## src/rtl/fp_div_seq.sv

```systemverilog
// fp_div_seq: sequential IEEE-style floating-point divider, z = a / b.
// One quotient bit per cycle via restoring division, followed by a single
// normalize/round cycle. Subnormal operands are flushed to zero and
// subnormal results underflow to signed zero.
//
// Optional build macro FP_DIV_EARLY_EXIT_EN: special-case operands (zero,
// inf, NaN) bypass the DIVIDE iterations and complete on the 2nd edge after
// start. Without it every operation takes the full iterative latency.
module fp_div_seq #(
    parameter int sig_width = 23,
    parameter int ex_width  = 8
) (
    input  logic                        clk,
    input  logic                        resetn,
    input  logic                        enable,
    input  logic                        start,
    input  logic [sig_width+ex_width:0] a,
    input  logic [sig_width+ex_width:0] b,
    input  logic [2:0]                  round,
    output logic                        busy,
    output logic                        done,
    output logic [sig_width+ex_width:0] z,
    output logic [7:0]                  status
);
    localparam int W    = sig_width + ex_width + 1;
    localparam int QW   = sig_width + 3;          // quotient bits produced
    localparam int MW   = sig_width + 1;          // mantissa incl. hidden bit
    localparam int RW   = sig_width + 2;          // partial remainder width
    localparam int EW   = ex_width + 2;           // signed working exponent
    localparam int CW   = $clog2(QW + 1);
    localparam int BIAS = 2**(ex_width-1) - 1;
    localparam int EMAX = 2**ex_width - 1;

    localparam logic [1:0] S_IDLE   = 2'd0;
    localparam logic [1:0] S_DIVIDE = 2'd1;
    localparam logic [1:0] S_ROUND  = 2'd2;

    // status bit positions
    localparam int ST_ZERO = 0;
    localparam int ST_INF  = 1;
    localparam int ST_NAN  = 2;
    localparam int ST_TINY = 3;
    localparam int ST_HUGE = 4;
    localparam int ST_INEX = 5;
    localparam int ST_DBZ  = 6;

    logic [1:0]          state_r;
    logic [CW-1:0]       cnt_r;
    logic                sign_r;
    logic [EW-1:0]       exp_r;
    logic [MW-1:0]       mb_r;
    logic [RW-1:0]       rem_r;
    logic [QW-1:0]       q_r;
    logic [2:0]          rnd_r;
    logic                sp_r;
    logic [W-1:0]        sp_z_r;
    logic [7:0]          sp_st_r;

    // operand fields
    logic                sa, sb;
    logic [ex_width-1:0] ea, eb;
    logic [sig_width-1:0] fa, fb;
    logic                a_zero, a_inf, a_nan, b_zero, b_inf, b_nan;
    logic [EW-1:0]       exp_in;

    assign sa = a[W-1];
    assign sb = b[W-1];
    assign ea = a[W-2:sig_width];
    assign eb = b[W-2:sig_width];
    assign fa = a[sig_width-1:0];
    assign fb = b[sig_width-1:0];

    // exponent 0 is zero regardless of fraction (flush); all-ones is inf/NaN
    assign a_zero = (ea == '0);
    assign b_zero = (eb == '0);
    assign a_inf  = (&ea) && (fa == '0);
    assign b_inf  = (&eb) && (fb == '0);
    assign a_nan  = (&ea) && (fa != '0);
    assign b_nan  = (&eb) && (fb != '0);

    assign exp_in = EW'(ea) - EW'(eb) + EW'(BIAS);

    // special-operand classification, evaluated on the accepting edge
    logic          sp_hit;
    logic [W-1:0]  sp_z;
    logic [7:0]    sp_st;

    // Pick the special-case result; sp_hit low means a regular divide
    always_comb begin
        sp_hit = 1'b1;
        sp_z   = '0;
        sp_st  = '0;
        if (a_nan || b_nan || (a_zero && b_zero) || (a_inf && b_inf)) begin
            // canonical quiet NaN, positive
            sp_z[W-2:sig_width] = '1;
            sp_z[sig_width-1]   = 1'b1;
            sp_st[ST_NAN]       = 1'b1;
        end else if (a_inf || b_zero) begin
            // inf/finite (incl. inf/0) is plain inf; finite/0 also raises div-by-zero
            sp_z[W-1]           = sa ^ sb;
            sp_z[W-2:sig_width] = '1;
            sp_st[ST_INF]       = 1'b1;
            sp_st[ST_DBZ]       = ~a_inf;
        end else if (a_zero || b_inf) begin
            sp_z[W-1]      = sa ^ sb;
            sp_st[ST_ZERO] = 1'b1;
        end else begin
            sp_hit = 1'b0;
        end
    end

    // restoring division step
    logic          rem_ge;
    logic [RW-1:0] rem_nxt;

    assign rem_ge  = (rem_r >= {1'b0, mb_r});
    assign rem_nxt = (rem_ge ? (rem_r - {1'b0, mb_r}) : rem_r) << 1;

    // normalize / round / range-check result
    logic            norm, g, s, inc, to_inf, huge, tiny;
    logic [MW-1:0]   mant;
    logic [MW:0]     mant_rnd;
    logic [EW-1:0]   e_n, e_f;
    logic [sig_width-1:0] frac;
    logic [W-1:0]    rz;
    logic [7:0]      rst;

    // Final result from quotient, remainder and latched rounding mode
    always_comb begin
        norm = q_r[QW-1];
        mant = norm ? q_r[QW-1:2] : q_r[QW-2:1];
        g    = norm ? q_r[1] : q_r[0];
        s    = (norm & q_r[0]) | (|rem_r);
        e_n  = norm ? exp_r : exp_r - EW'(1);

        case (rnd_r)
            3'b001:  inc = 1'b0;
            3'b010:  inc = ~sign_r & (g | s);
            3'b011:  inc = sign_r & (g | s);
            3'b100:  inc = g;
            3'b101:  inc = g | s;
            default: inc = g & (s | mant[0]);   // RNE (also for unused codes)
        endcase

        mant_rnd = {1'b0, mant} + {{MW{1'b0}}, inc};
        if (mant_rnd[MW]) begin
            // rounding overflowed to 10.00..0: renormalize
            frac = mant_rnd[sig_width:1];
            e_f  = e_n + EW'(1);
        end else begin
            frac = mant_rnd[sig_width-1:0];
            e_f  = e_n;
        end

        huge = ($signed(e_f) >= $signed(EW'(EMAX)));
        tiny = ($signed(e_f) <= $signed(EW'(0)));

        // overflow saturates to max finite only when rounding away from inf
        case (rnd_r)
            3'b001:  to_inf = 1'b0;
            3'b010:  to_inf = ~sign_r;
            3'b011:  to_inf = sign_r;
            default: to_inf = 1'b1;
        endcase

        rz       = '0;
        rst      = '0;
        rz[W-1]  = sign_r;
        if (sp_r) begin
            rz  = sp_z_r;
            rst = sp_st_r;
        end else if (huge) begin
            rst[ST_HUGE] = 1'b1;
            rst[ST_INEX] = 1'b1;
            if (to_inf) begin
                rz[W-2:sig_width] = '1;
            end else begin
                rz[W-2:sig_width]   = {{(ex_width-1){1'b1}}, 1'b0};
                rz[sig_width-1:0]   = '1;
            end
        end else if (tiny) begin
            rst[ST_TINY] = 1'b1;
            rst[ST_ZERO] = 1'b1;
            rst[ST_INEX] = 1'b1;
        end else begin
            rz[W-2:sig_width] = e_f[ex_width-1:0];
            rz[sig_width-1:0] = frac;
            rst[ST_INEX]      = g | s;
        end
    end

    // Control FSM and datapath registers; enable low freezes everything
    always_ff @(posedge clk) begin
        if (!resetn) begin
            state_r <= S_IDLE;
            cnt_r   <= '0;
            sign_r  <= 1'b0;
            exp_r   <= '0;
            mb_r    <= '0;
            rem_r   <= '0;
            q_r     <= '0;
            rnd_r   <= '0;
            sp_r    <= 1'b0;
            sp_z_r  <= '0;
            sp_st_r <= '0;
            done    <= 1'b0;
            z       <= '0;
            status  <= '0;
        end else if (enable) begin
            done <= 1'b0;
            case (state_r)
                S_IDLE: begin
                    if (start) begin
                        sign_r  <= sa ^ sb;
                        exp_r   <= exp_in;
                        mb_r    <= {1'b1, fb};
                        rem_r   <= {1'b0, 1'b1, fa};
                        q_r     <= '0;
                        rnd_r   <= round;
                        sp_r    <= sp_hit;
                        sp_z_r  <= sp_z;
                        sp_st_r <= sp_st;
                        cnt_r   <= '0;
`ifdef FP_DIV_EARLY_EXIT_EN
                        // specials wait one extra cycle in ROUND (cnt_r=1)
                        // so done lands on the 2nd edge after start
                        if (sp_hit) begin
                            state_r <= S_ROUND;
                            cnt_r   <= CW'(1);
                        end else begin
                            state_r <= S_DIVIDE;
                        end
`else
                        state_r <= S_DIVIDE;
`endif
                    end
                end
                S_DIVIDE: begin
                    q_r   <= {q_r[QW-2:0], rem_ge};
                    rem_r <= rem_nxt;
                    if (cnt_r == CW'(QW-1)) begin
                        cnt_r   <= '0;
                        state_r <= S_ROUND;
                    end else begin
                        cnt_r <= cnt_r + CW'(1);
                    end
                end
                S_ROUND: begin
                    if (cnt_r != '0) begin
                        cnt_r <= cnt_r - CW'(1);
                    end else begin
                        z       <= rz;
                        status  <= rst;
                        done    <= 1'b1;
                        state_r <= S_IDLE;
                    end
                end
                default: state_r <= S_IDLE;
            endcase
        end
    end

    assign busy = (state_r != S_IDLE);

endmodule
```

## config.mk

```make
export PLATFORM = sky130hd
export DESIGN_NAME = fp_div_seq
export DESIGN_NICKNAME = d
export VERILOG_FILES = /design/src/rtl/fp_div_seq.sv
export SDC_FILE = /design/constraint.sdc
export NUM_CORES = 1
export LEC_CHECK = 0
export CORE_MARGIN = 4
export CORE_UTILIZATION = 62
export DETAILED_ROUTE_END_ITERATION = 8
export HOLD_SLACK_MARGIN = 0.08
export PLACE_DENSITY = 0.91
export RECOVER_POWER = 25
export SETUP_SLACK_MARGIN = 0.2
export SYNTH_ARGS = -nofsm -noshare
export SYNTH_HDL_FRONTEND = slang
export SYNTH_SLANG_ARGS = --single-unit
```

## constraint.sdc

```tcl
create_clock -name clk -period 12.4 [get_ports clk]
set_clock_uncertainty 0.2 [all_clocks]
set_input_delay 1.24 -clock clk [delete_from_list [all_inputs] [get_ports clk]]
set_output_delay 1.24 -clock clk [all_outputs]
set_load 0.01 [all_outputs]
```

* Yosys cells after proc, flatten, opt, wreduce, memory -nomap -nowiden
Index checks and enable logic that the tools add are counted.
** Cells by class
- Add/sub/neg operators :: 8
- Multipliers :: 0
- Div/mod/pow operators :: 0
- Magnitude comparators :: 3
- Equality and inequality tests :: 12
- Shifts and indexed selects :: 0
- Multiplexer cells :: 51
- Bitwise gates (word level) :: 11
- Reduce and logical (&&, ||, !) cells :: 30
** Operator list (number)
- $mux W31 :: 3
- $pmux W26 S2 :: 1
- $pmux W25 S2 :: 1
- $mux W24 :: 2
- $logic_not A23 Y1 :: 2
- $mux W23 :: 2
- $reduce_bool A23 Y1 :: 2
- $mux W26 :: 1
- $add A24 B1 Y25 :: 1
- $ge A25 B24 Y1 :: 1
- $mux W25 :: 1
- $reduce_or A25 Y1 :: 1
- $sub A24 B24 Y24 :: 1
- $mux W1 :: 23
- $mux W10 :: 2
- $logic_not A8 Y1 :: 2
- $mux W8 :: 2
- $reduce_and A8 Y1 :: 2
- $mux W5 :: 3
- $pmux W5 S3 :: 1
- $add A10 B1 Y10 const B :: 1
- $add A9 B8 Y10 const B :: 1
- $ge A10 B9 Y1 const B :: 1
- $le A10 B1 Y1 const B :: 1
- 28 further kinds :: 57
** Word-level totals
- Flip-flop bits (word level) :: 152
- Latch bits :: 0
- Memory bits (writable) :: 0
- Memory bits (read-only) :: 0
- Input bits :: 71
- Output and inout bits :: 42
- Logic and storage cells :: 129
- Memories :: 0

* Longest topological paths before layout
Gate-level depths: netlist of the first run.
- Depth in word-level cells :: 11
- Depth in mapped cells :: 25
- Depth with buffers taken out :: 20

* Worst setup path after synthesis of the first run
OpenSTA, ideal clock, no wires.
- Kind :: reg-to-reg
- Start :: reg q_r[25]
- End :: reg z[0]
- Setup time :: 122 ps
- Data arrival time :: 5132 ps
- Required time :: 12078 ps
- Setup slack :: 6946 ps
- Stages on the path, launching flop included :: 22
- Buffers on the path :: 7
- Clock period less this slack :: 5454 ps
- Path through :: dfxtp_1 buf_6 buf_2 buf_1 clkbuf_1 buf_1 mux2i_1 nor3b_1 nor2_1 ha_1 ha_1 nand3_1 or4b_1 buf_2 or4_4 nor3_4 mux2i_1 o21a_1 o41a_1 and2_1 buf_2 a221o_1
** Between the ends
- Cells in the longest elaborated chain, start to end :: 11
- Elaborated cells on any way between the ends :: 20
- Classes of those cells :: add/sub: 2; order compare: 2; mux: 9; bitwise: 7
** Ends and longest elaborated chain
- start, declared :: RTL line 53 : logic [QW-1:0] q_r;
- start signal, assigned :: RTL line 239 : q_r <= {q_r[QW-2:0], rem_ge};
- $and A1 B1 Y1 :: RTL line 133 : s = (norm & q_r[0]) | (|rem_r);
- $or A1 B1 Y1 :: RTL line 133
- $or A1 B1 Y1 (on tied branches)
- $and A1 B1 Y1 (on tied branches) :: RTL line 142, 138, 139
- $pmux W1 S5 :: RTL line 136 : case (rnd_r)
- $add A24 B1 Y25 :: RTL line 145 : mant_rnd = {1'b0, mant} + {{MW{1'b0}}, inc};
- $mux W10 :: RTL line 146 : if (mant_rnd[MW]) begin
- $le A10 B1 Y1 :: RTL line 156 : tiny = ($signed(e_f) <= $signed(EW'(0)));
- $mux W31 :: RTL line 181 : end else if (tiny) begin
- $mux W31 (*) :: RTL line 172 : end else if (huge) begin
- $mux W31 (*) :: RTL line 169 : if (sp_r) begin
- end signal, assigned :: RTL line 252 : z <= rz;
- end, declared :: RTL line 22 : output logic [sig_width+ex_width:0] z,
Every way passes the cells marked *; elsewhere a longest branch is shown, timed or not.
A chain may end at the register's enable or synchronous reset.

* Final worst setup path of the first run
- Start :: reg q_r[25]
- End :: reg z[21]
Same word-level chain as after synthesis.

==> flow_metrics.py, run 1 <==
metrics = {
    "worst_setup_path": {
        "arrival_ns": 6.13,
        "crit_chain": "buf_4 > a211oi_1 > nand4_1 > or3_1 > o21a_1 > a21oi_1 > nor2_1 > a311oi_1 > nor2_1 > ha_1 > ha_1 > nand3_1 > or4b_1 > or4_4 > nor3_4 > mux2i_1 > o21a_1 > o41a_1 > nand4bb_1 > or4b_1 > a21oi_1",
        "ff2ff_path_depth": 21,
        "crit_path_end_kind": "flop",
        "r2r_start": "q_r[25]",
        "path_max_fanout": 74,
        "crit_required_ns": 12.56,
        "path_class": "reg -> reg",
        "r2r_slack_ns": 6.43,
        "slowest_stage": "or4b_1",
        "startpoint_type": "flop",
        "max_stage_delay_ns": 0.70,
        "rr_endpoint": "z[21]",
        "setup.worst_path.start": "q_r[25]",
        "crit_end": "z[21]",
    },
    "final_layout": {
        "final_area_sq_mm": 0.0115,
        "antenna_cells": 0,
        "final_common_cell": "nand2_1",
        "layout-drive-gt1-share": 0.0535,
        "synthToLayoutAreaGrowth_pct": 17.9,
        "final_cells": 1575,
        "final_cell_mix": "168 x nand2_1, 144 x a21oi_1, 142 x dfxtp_1",
        "final_nets": 1469,
    },
    "cts": {
        "cts-root-buf": "clkbuf_16",
        "clkTransAtPathRegs_ns": 0.06,
        "clk_latency_ns": 0.44,
        "postCtsSetupBuffers": 0,
        "cts_made_buffers": 17,
        "htree_levels": 4,
        "clk_path_buf_depth": 2,
        "cts_hold_buf": 0,
        "cts.sinks": 143,
        "cts_resized": 0,
        "tritoncts": "built",
    },
    "die": {
        "coreArea_sq_mm": 0.0153,
        "die_h_um": 133,
        "die_w_um": 133,
        "design.die.area_sq_mm": 0.0178,
        "start_util": 0.637,
        "rows": 45,
        "ioPinCount": 113,
    },
    "global_routing": {
        "grt.total_usage": 0.303,
        "grt_pass1_vias": 9151,
        "antenna_found_initial": 0,
        "grt_max_degree": 78,
        "gr-total-overflow": 0,
        "grt_pass1_wl_um": 44600,
    },
    "sta": {
        "setup_tns_ns": 0,
        "fmax_mhz": 167,
        "worst_pin_slew_ns": 2.97,
        "hold_viol_final": 0,
        "setup_violations": 0,
        "drv_slew": 62,
        "period_minus_slack_ns": 5.97,
        "setup_ws_ns": 6.43,
        "slew_headroom": -0.982,
        "rsz0062_at_grt": "no",
        "timing.final.crit_share": 0.482,
    },
    "yosys": {
        "synth_top_area_frac": 0.294,
        "synth_area_sq_mm": 0.00972,
        "yosysWarnings": 0,
        "synth.distinct_cells": 77,
        "synthArstFlopShare": 0,
        "yosysTopAreaCell": "dfxtp_1",
        "synth_edf_count": 0,
        "synth_cells": 1291,
        "synthTopCellsByArea": "dfxtp_1 29%, a21oi_1 7.5%, nand2_1 6.5%, ha_1 5.8%, o21ai_0 4.0%",
        "synth_nets": 1409,
        "ys.flop_type": "dfxtp_1",
        "seq_area_frac_synth": 0.294,
        "avgSynthCellArea_sq_um": 7.53,
        "ys_ff_latch": 143,
    },
    "placement": {
        "place_congestion": 0.986,
        "place_area_sq_mm": 0.0109,
        "dp_hpwl_um": 19900,
        "portBuffers": 111,
        "dp_cells": 1543,
        "place_ws_ns": 6.54,
    },
    "power": {
        "power.density_mw_per_mm2": 139,
        "leakagePower_nw": 4.30,
        "ir_drop_v": 0.000123,
    },
    "status": {
        "violations": "capacitance limit, slew limit",
        "status": "finished, violations left",
    },
    "flow_run": {
        "maxCapViolCount": 1,
    },
    "drt": {
        "vias_per_cell": 6.30,
        "drt-initial-drc-count": 1063,
        "antenna_left": 0,
        "wl_per_cell_um": 17.7,
        "drc_errors": 0,
        "vias": 9922,
        "totalWireLength_um": 27900,
        "firstDrtPassIters": 6,
    },
    "worst_hold_path": {
        "worstHoldPathType": "reg -> reg",
    },
}
[where the power goes]
part,internal (mW),leakage [nW],switching [mW],total [mW]
logic,0.229,2.83,0.311,0.541
registers,0.485,1.16,0.0286,0.513
clock network,0.331,0.300,0.204,0.536
[through the flow]
| step | total power, mW | hold WS [ns] | util |
|---|---|---|---|
| 3_3_place_gp | 1.03 | 0.243 | 0.712 |
| 6_report | 1.59 | 0.251 | 0.751 |
| 5_1_grt | 1.67 | 0.272 | 0.751 |
| 2_1_floorplan | 0.909 | 0.232 | - |
| 3_5_place_dp | 1.04 | 0.247 | 0.712 |
| 4_1_cts | 1.58 | 0.255 | 0.752 |
[worst max-delay path, delay by kind of cell, from the launching register on]
kind / cells / cell delay [ns]
and+or+nand+nor: 10 / 3.24
AOI/OAI and AO/OA: 7 / 0.93
adders and majority gates: 2 / 0.38
buffers and inverters: 1 / 0.57
muxes: 1 / 0.23
DFF: 1 / 0.32
[how the worst min path moves through the flow]
stage                    start    endpoint  slack [ns]  cells past startpoint
finish               status[6]   status[6]        0.25                      2
global route         status[6]   status[6]        0.27                      2
CTS                    mb_r[2]     mb_r[2]        0.25                      2
detailed placement     mb_r[2]     mb_r[2]        0.25                      2
global placement      mb_r[14]    mb_r[14]        0.24                      2
floorplan           sp_z_r[31]  sp_z_r[31]        0.23                      2
[per-layer routing]
| metal | GRT usage | vias up | wire length, um |
|---|---|---|---|
| met4 | 0.126 | 0 | 858 |
| met2 | 0.504 | 458 | 13400 |
| met5 | 0 | - | 0 |
| met1 | 0.385 | 4626 | 11600 |
| li1 | - | 4763 | - |
| met3 | 0.0612 | 75 | 2110 |
[Yosys cell counts (8+ instances only)]
| master | n |
|---|---|
| o211ai_1 | 8 |
| a221o_1 | 12 |
| or3_1 | 9 |
| xnor2_1 | 37 |
| a21oi_1 | 145 |
| o21a_1 | 8 |
| a31oi_1 | 9 |
| a21o_1 | 11 |
| nand2b_1 | 19 |
| nand2_1 | 168 |
| clkbuf_1 | 61 |
| nand4_1 | 16 |
| xor2_1 | 24 |
| o22ai_1 | 10 |
| o21ai_0 | 77 |
| and3_1 | 12 |
| nor3_1 | 17 |
| mux2i_1 | 34 |
| nor2b_1 | 18 |
| nor4_1 | 24 |
| a211oi_1 | 25 |
| inv_1 | 68 |
| buf_2 | 8 |
| and2_1 | 8 |
| nor2_1 | 96 |
| dfxtp_1 | 143 |
| nand3_1 | 48 |
| ha_1 | 45 |
[sequential cells by signal, indices dropped and copies added, names as in the netlist]
name,count
sp_st_r,4
mb_r,24
cnt_r,5
z,32
sp_z_r,2
done,1
sp_r,1
status,7
q_r,26
exp_r,10
sign_r,1
rem_r,25
state_r,2
rnd_r,3
[final cells by class]
class / instances / area [sq um]
Sequential cell: 143 / 2860
Tap cell: 211 / 264
Timing Repair Buffer: 121 / 1180
Clock buffer: 22 / 474
Multi-Input combinational cell: 1000 / 6290
Inverter: 68 / 255
Clock inverter: 10 / 135
Fill cell: 1124 / 3790
[cells by family after synthesis]
group	count (synthesis)	synth area share
AOI/OAI and AO/OA	376	0.243
xor gates and xnor gates	63	0.0601
adders and majority gates	47	0.0620
buffers and inverters	148	0.0598
DFF	143	0.294
muxes	41	0.0431
other	1	0.000386
and+or+nand+nor	472	0.237
Power figures use the tool's default switching activity.
==> inputs of run 2 (changes only) <==
--- a/config.mk
+++ b/config.mk
@@ -6,10 +6,10 @@
 export NUM_CORES = 1
 export LEC_CHECK = 0
 export CORE_MARGIN = 4
-export CORE_UTILIZATION = 62
+export CORE_UTILIZATION = 57
 export DETAILED_ROUTE_END_ITERATION = 8
 export HOLD_SLACK_MARGIN = 0.08
-export PLACE_DENSITY = 0.91
+export PLACE_DENSITY = 0.85
 export RECOVER_POWER = 25
 export SETUP_SLACK_MARGIN = 0.2
 export SYNTH_ARGS = -nofsm -noshare
==> constraint.sdc (replaced) <==
create_clock -name clk -period 6.2 [get_ports clk]
set_clock_uncertainty 0.2 [all_clocks]
set_input_delay 0.62 -clock clk [delete_from_list [all_inputs] [get_ports clk]]
set_output_delay 0.62 -clock clk [all_outputs]
set_load 0.01 [all_outputs]
==> run 2 against run 1 <==
Effect of this change:
- the flow still finishes with violations (capacitance limit, slew limit)
- maximum frequency increased by 7.2%
- global-route usage decreased by 3.1 points
- die area increased by 8.2%
- via count decreased by 1.7%
- hold slack got worse by 0.00074 ns
- register-to-register slack got worse by 5.8 ns
- setup slack got worse by 5.8 ns
==> flow_metrics.py, run 2 (synthesis gave the netlist of run 1 again) <==
metrics = {
    "power": {
        "power.density_mw_per_mm2": 291,
        "p_int_mw": 2.29,
        "p_switching_mw": 1.08,
        "p_clk_frac": 0.376,
        "p_sw_frac": 0.320,
        "combPwrFrac": 0.320,
        "seqPwrFrac": 0.304,
        "ir_drop_v": 0.000218,
        "leakagePower_nw": 4.36,
    },
    "sta": {
        "drv_slew": 76,
        "worst_pin_slew_ns": 3.40,
        "slew_headroom": -1.26,
        "setup_tns_ns": 0,
        "fmax_mhz": 180,
        "rsz0062_at_grt": "no",
        "setup_violations": 0,
        "hold_ws_ns": 0.250,
        "timing.final.crit_share": 0.899,
        "period_minus_slack_ns": 5.57,
        "hold_viol_final": 0,
    },
    "global_routing": {
        "grt_pass1_wl_um": 43900,
        "grt_pass1_vias": 8895,
        "gr-total-overflow": 0,
        "grt.total_usage": 0.272,
        "grt_max_degree": 78,
        "antenna_found_initial": 0,
    },
    "cts": {
        "clkTransAtPathRegs_ns": 0.06,
        "clk_latency_ns": 0.43,
        "tritoncts": "built",
        "cts.sinks": 143,
        "cts_made_buffers": 17,
        "cts-root-buf": "clkbuf_16",
        "postCtsSetupBuffers": 0,
        "cts_resized": 0,
        "clk_path_buf_depth": 2,
        "cts_hold_buf": 0,
        "htree_levels": 4,
    },
    "worst_setup_path": {
        "setup.worst_path.start": "rem_r[7]",
        "startpoint_type": "flop",
        "arrival_ns": 5.69,
        "crit_required_ns": 6.32,
        "path_max_fanout": 10,
        "r2r_start": "rem_r[7]",
        "ff2ff_path_depth": 20,
        "crit_path_end_kind": "flop",
        "r2r_slack_ns": 0.63,
        "path_class": "reg -> reg",
    },
    "final_layout": {
        "final_cell_mix": "168 x nand2_1, 144 x a21oi_1, 142 x dfxtp_1",
        "synthToLayoutAreaGrowth_pct": 19.1,
        "antenna_cells": 0,
        "fillers": 1351,
        "layout-drive-gt1-share": 0.0514,
        "reg_top3": "z x32, q_r x26, rem_r x25",
        "largest_register": "z",
        "largest_reg_flops": 32,
        "final_common_cell": "nand2_1",
        "final_nets": 1468,
    },
    "die": {
        "ioPinCount": 113,
        "design.die.area_sq_mm": 0.0192,
        "start_util": 0.584,
        "coreArea_sq_mm": 0.0166,
        "die_w_um": 139,
        "die_h_um": 139,
        "rows": 47,
    },
    "status": {
        "violations": "capacitance limit, slew limit",
        "status": "finished, violations left",
    },
    "drt": {
        "totalWireLength_um": 27400,
        "wl_per_cell_um": 17.3,
        "vias_per_cell": 6.16,
        "drt-initial-drc-count": 920,
        "firstDrtPassIters": 6,
        "drc_errors": 0,
        "vias": 9749,
        "antenna_left": 0,
    },
    "worst_hold_path": {
        "min_from": "status[1]",
        "hold_path_depth": 2,
        "worstHoldPathType": "reg -> reg",
    },
    "placement": {
        "dp_hpwl_um": 19700,
        "portBuffers": 111,
        "place_congestion": 0.987,
    },
    "flow_run": {
        "maxCapViolCount": 1,
    },
}
## run 2: cell types whose count changed in the layout (fill, tap and decap cells not counted), sizes merged
cell	before	now
clkinv	6	2
buf	8	7
bufinv	3	8
clkinvlp	1	0
dlygate4sd3	37	41
clkdlybuf4s50	74	70
## run 2: critical path, cell delays in order, from the launching register on
cell and delay (ns):
dfxtp_1 0.35, nor4_1 0.56, nand4_1 0.24, or3_1 0.41, o21a_1 0.18, a21oi_1 0.11
nor2_1 0.05, a311oi_1 0.25, nor2_1 0.07, ha_1 0.21, ha_1 0.22, nand3_1 0.11
or4b_1 0.34, or4_4 0.24, nor3_4 0.06, xnor2_1 0.28, a211o_1 0.20, nand2_2 0.10
nand4bb_1 0.49, or4_1 0.65, a21oi_1 0.13
## run 2: metal layers
layer	part of all wire	vias up	GRT usage
met1	0.43	4549	0.353
met5	0	-	0
met2	0.46	381	0.443
met3	0.068	65	0.0552
met4	0.039	0	0.116
li1	-	4754	-
## run 2: layout make-up
class / instances / area (sq um) / area share
Timing Repair Buffer: 120 / 1170 / 0.101
Multi-Input combinational cell: 1000 / 6290 / 0.543
Sequential cell: 143 / 2860 / 0.247
Clock inverter: 10 / 254 / 0.0219
Clock buffer: 22 / 474 / 0.0409
Inverter: 68 / 255 / 0.0220
Tap cell: 220 / 275 / 0.0238
## run 2: worst paths after layout
check	to
setup / recovery	z[9]
setup reg to reg	z[9]
hold / removal	status[1]
hold reg to reg	status[1]
## run 2: per-stage QoR
stage	utilization	cells	area, sq um	power, mW	worst slack (ns)
floorplan	-	1291	9720	1.82	0.746
global route	0.696	1583	11600	3.52	0.381
finish	0.696	1583	11600	3.37	0.629
global placement	0.653	1551	10900	2.08	1.07
detailed placement	0.653	1551	10900	2.09	0.865
CTS	0.697	1583	11600	3.36	0.812
## run 2: power by group through the flow
stage	clock, mW	combinational [mW]	sequential (mW)
2_1_floorplan	0	0.792	1.03
3_3_place_gp	0	1.04	1.04
3_5_place_dp	0	1.05	1.04
4_1_cts	1.27	1.06	1.02
5_1_grt	1.31	1.17	1.03
6_report	1.27	1.08	1.03
==> variant: new RTL, settings of run 2 <==
Make the reset (`resetn`) asynchronous in one clocked block.
--- a/src/rtl/fp_div_seq.sv
+++ b/src/rtl/fp_div_seq.sv
@@ -192,3 +192,3 @@
     // Control FSM and datapath registers; enable low freezes everything
-    always_ff @(posedge clk) begin
+    always_ff @(posedge clk or negedge resetn) begin
         if (!resetn) begin
Function: differs if resetn is asserted again (counterexample within 4 cycles, from zero or initial values and one cycle with resetn low); with resetn held inactive, the same outputs for 4 cycles.
==> variant against run 2 <==
The flow still finishes with violations (capacitance limit, slew limit); design area rose by 5.9%; final cell count increased by 1.8%; sequential cell count stayed put; worst setup slack gained 0.12 ns; wire length up 4.2%; area after synthesis grew 7.8%; critical endpoint is now z[14]; highest routed layer unchanged.
Power is not compared: it rests on default switching activity, and its combinational part moved more than twofold at a synthesized area within 25%.
==> variant: results (changes against run 2) <==
stage,metric,value,unit,change
outcome,status,"finished, violations left",,unchanged
outcome,failing checks,"capacitance limit, slew limit",,unchanged
detailed_routing,Met2 Routed Length,13480,um,was 12670 um
global_route,vias in the first global route,9534,,was 8895
yosys,post-synthesis sequential area ratio,34.14,%,was 29.44%
sta,final max-slew violation count,84,,was 76
worst_setup_path,Slowest Stage Delay on Critical Path,0.78,ns,was 0.65 ns
job,MaxCap Viol Count,1,,unchanged
global_route,initial antenna violation count,1,,was 0
final_layout,share of post-route cells with drive strength above 1,5.069,%,was 5.136%
yosys,post-synthesis cell type count,89,,was 77
final_layout,# nets final,1488,,was 1468
worst_setup_path,CP max FO,32,,was 10
yosys,Synth Flop Type,dfrtp_1,,was dfxtp_1
worst_setup_path,slowest cell on the critical path,dfrtp_2,,was or4_1
yosys,ranking of synthesized cells by area,"dfrtp_1 (34%), nand2_1 (8.8%), ha_1 (5.4%)",,"was dfxtp_1 (29%), a21oi_1 (7.5%), nand2_1 (6.5%)"
global_route,met1 usage,36.91,%,was 35.34%
hold_path,hold_sp,mb_r[23],,was status[1]
worst_setup_path,RR Startpoint,q_r[25],,was rem_r[7]
sta,Rel. slew slack,-158.9,%,was -126.4%
worst_setup_path,reg2reg end,z[14],,was z[9]
yosys,Post-Syn Nets,1426,,was 1409
global_route,first-pass GRT wire length,46920,um,was 43950 um
hold_path,Worst Hold End,mb_r[23],,was status[1]
detailed_routing,DR pass1 iterations,8,,was 6
detailed_routing,Iter 0 DRT Violations,784,,was 920
## variant: how the worst max path moves through the flow
stage	end	depth (start not counted)	slack, ns	start
2_1_floorplan	z[25]	19	1.77	q_r[25]
3_3_place_gp	z[6]	20	1.18	q_r[25]
3_5_place_dp	z[8]	20	0.92	q_r[25]
4_1_cts	z[8]	20	0.83	q_r[25]
5_1_grt	q_r[25]	2	0.32	resetn
6_report	z[14]	20	0.75	q_r[25]
## variant: layout make-up
class / instances / area [um^2] / area share (%)
Tap cell: 229 / 286.5 / 2.335
Timing Repair Buffer: 119 / 1174 / 9.564
Sequential cell: 143 / 3580 / 29.17
Clock inverter: 10 / 186.4 / 1.519
Multi-Input combinational cell: 1023 / 6339 / 51.65
Clock buffer: 20 / 456.7 / 3.721
Antenna cell: 1 / 2.502 / 0.02039
Inverter: 66 / 247.7 / 2.019
## variant: logic make-up (layout without fill, tap and decap cells)
family                   after synthesis  count (layout)  synth area share [%]
AND/OR/NAND/NOR                      525             525                 23.74
AO/OA/AOI/OAI                        325             325                 19.67
flip-flops                           143             143                 34.14
buffers and inverters                142             215                 5.526
XOR/XNOR                              88              88                 7.496
adder cells (fa/ha/maj)               47              47                 5.753
multiplexers                          37              37                 3.640
other                                  1               2               0.03577
## variant: power by group
group,switching (mW),internal [mW],total (mW)
logic,2.07,1.42,3.49
clock network,0.410,0.731,1.14
registers,0.357,1.25,1.61
total,2.83,3.40,6.24
## variant: through the flow
step / std cells / setup slack, ns / hold slack [ns]
2_1_floorplan: 1308 / 1.775 / 0.1244
3_5_place_dp: 1579 / 0.9197 / 0.2534
6_report: 1611 / 0.7451 / 0.2712
5_1_grt: 1611 / 0.3157 / 0.2907
4_1_cts: 1610 / 0.8252 / 0.2721
3_3_place_gp: 1579 / 1.176 / 0.2319
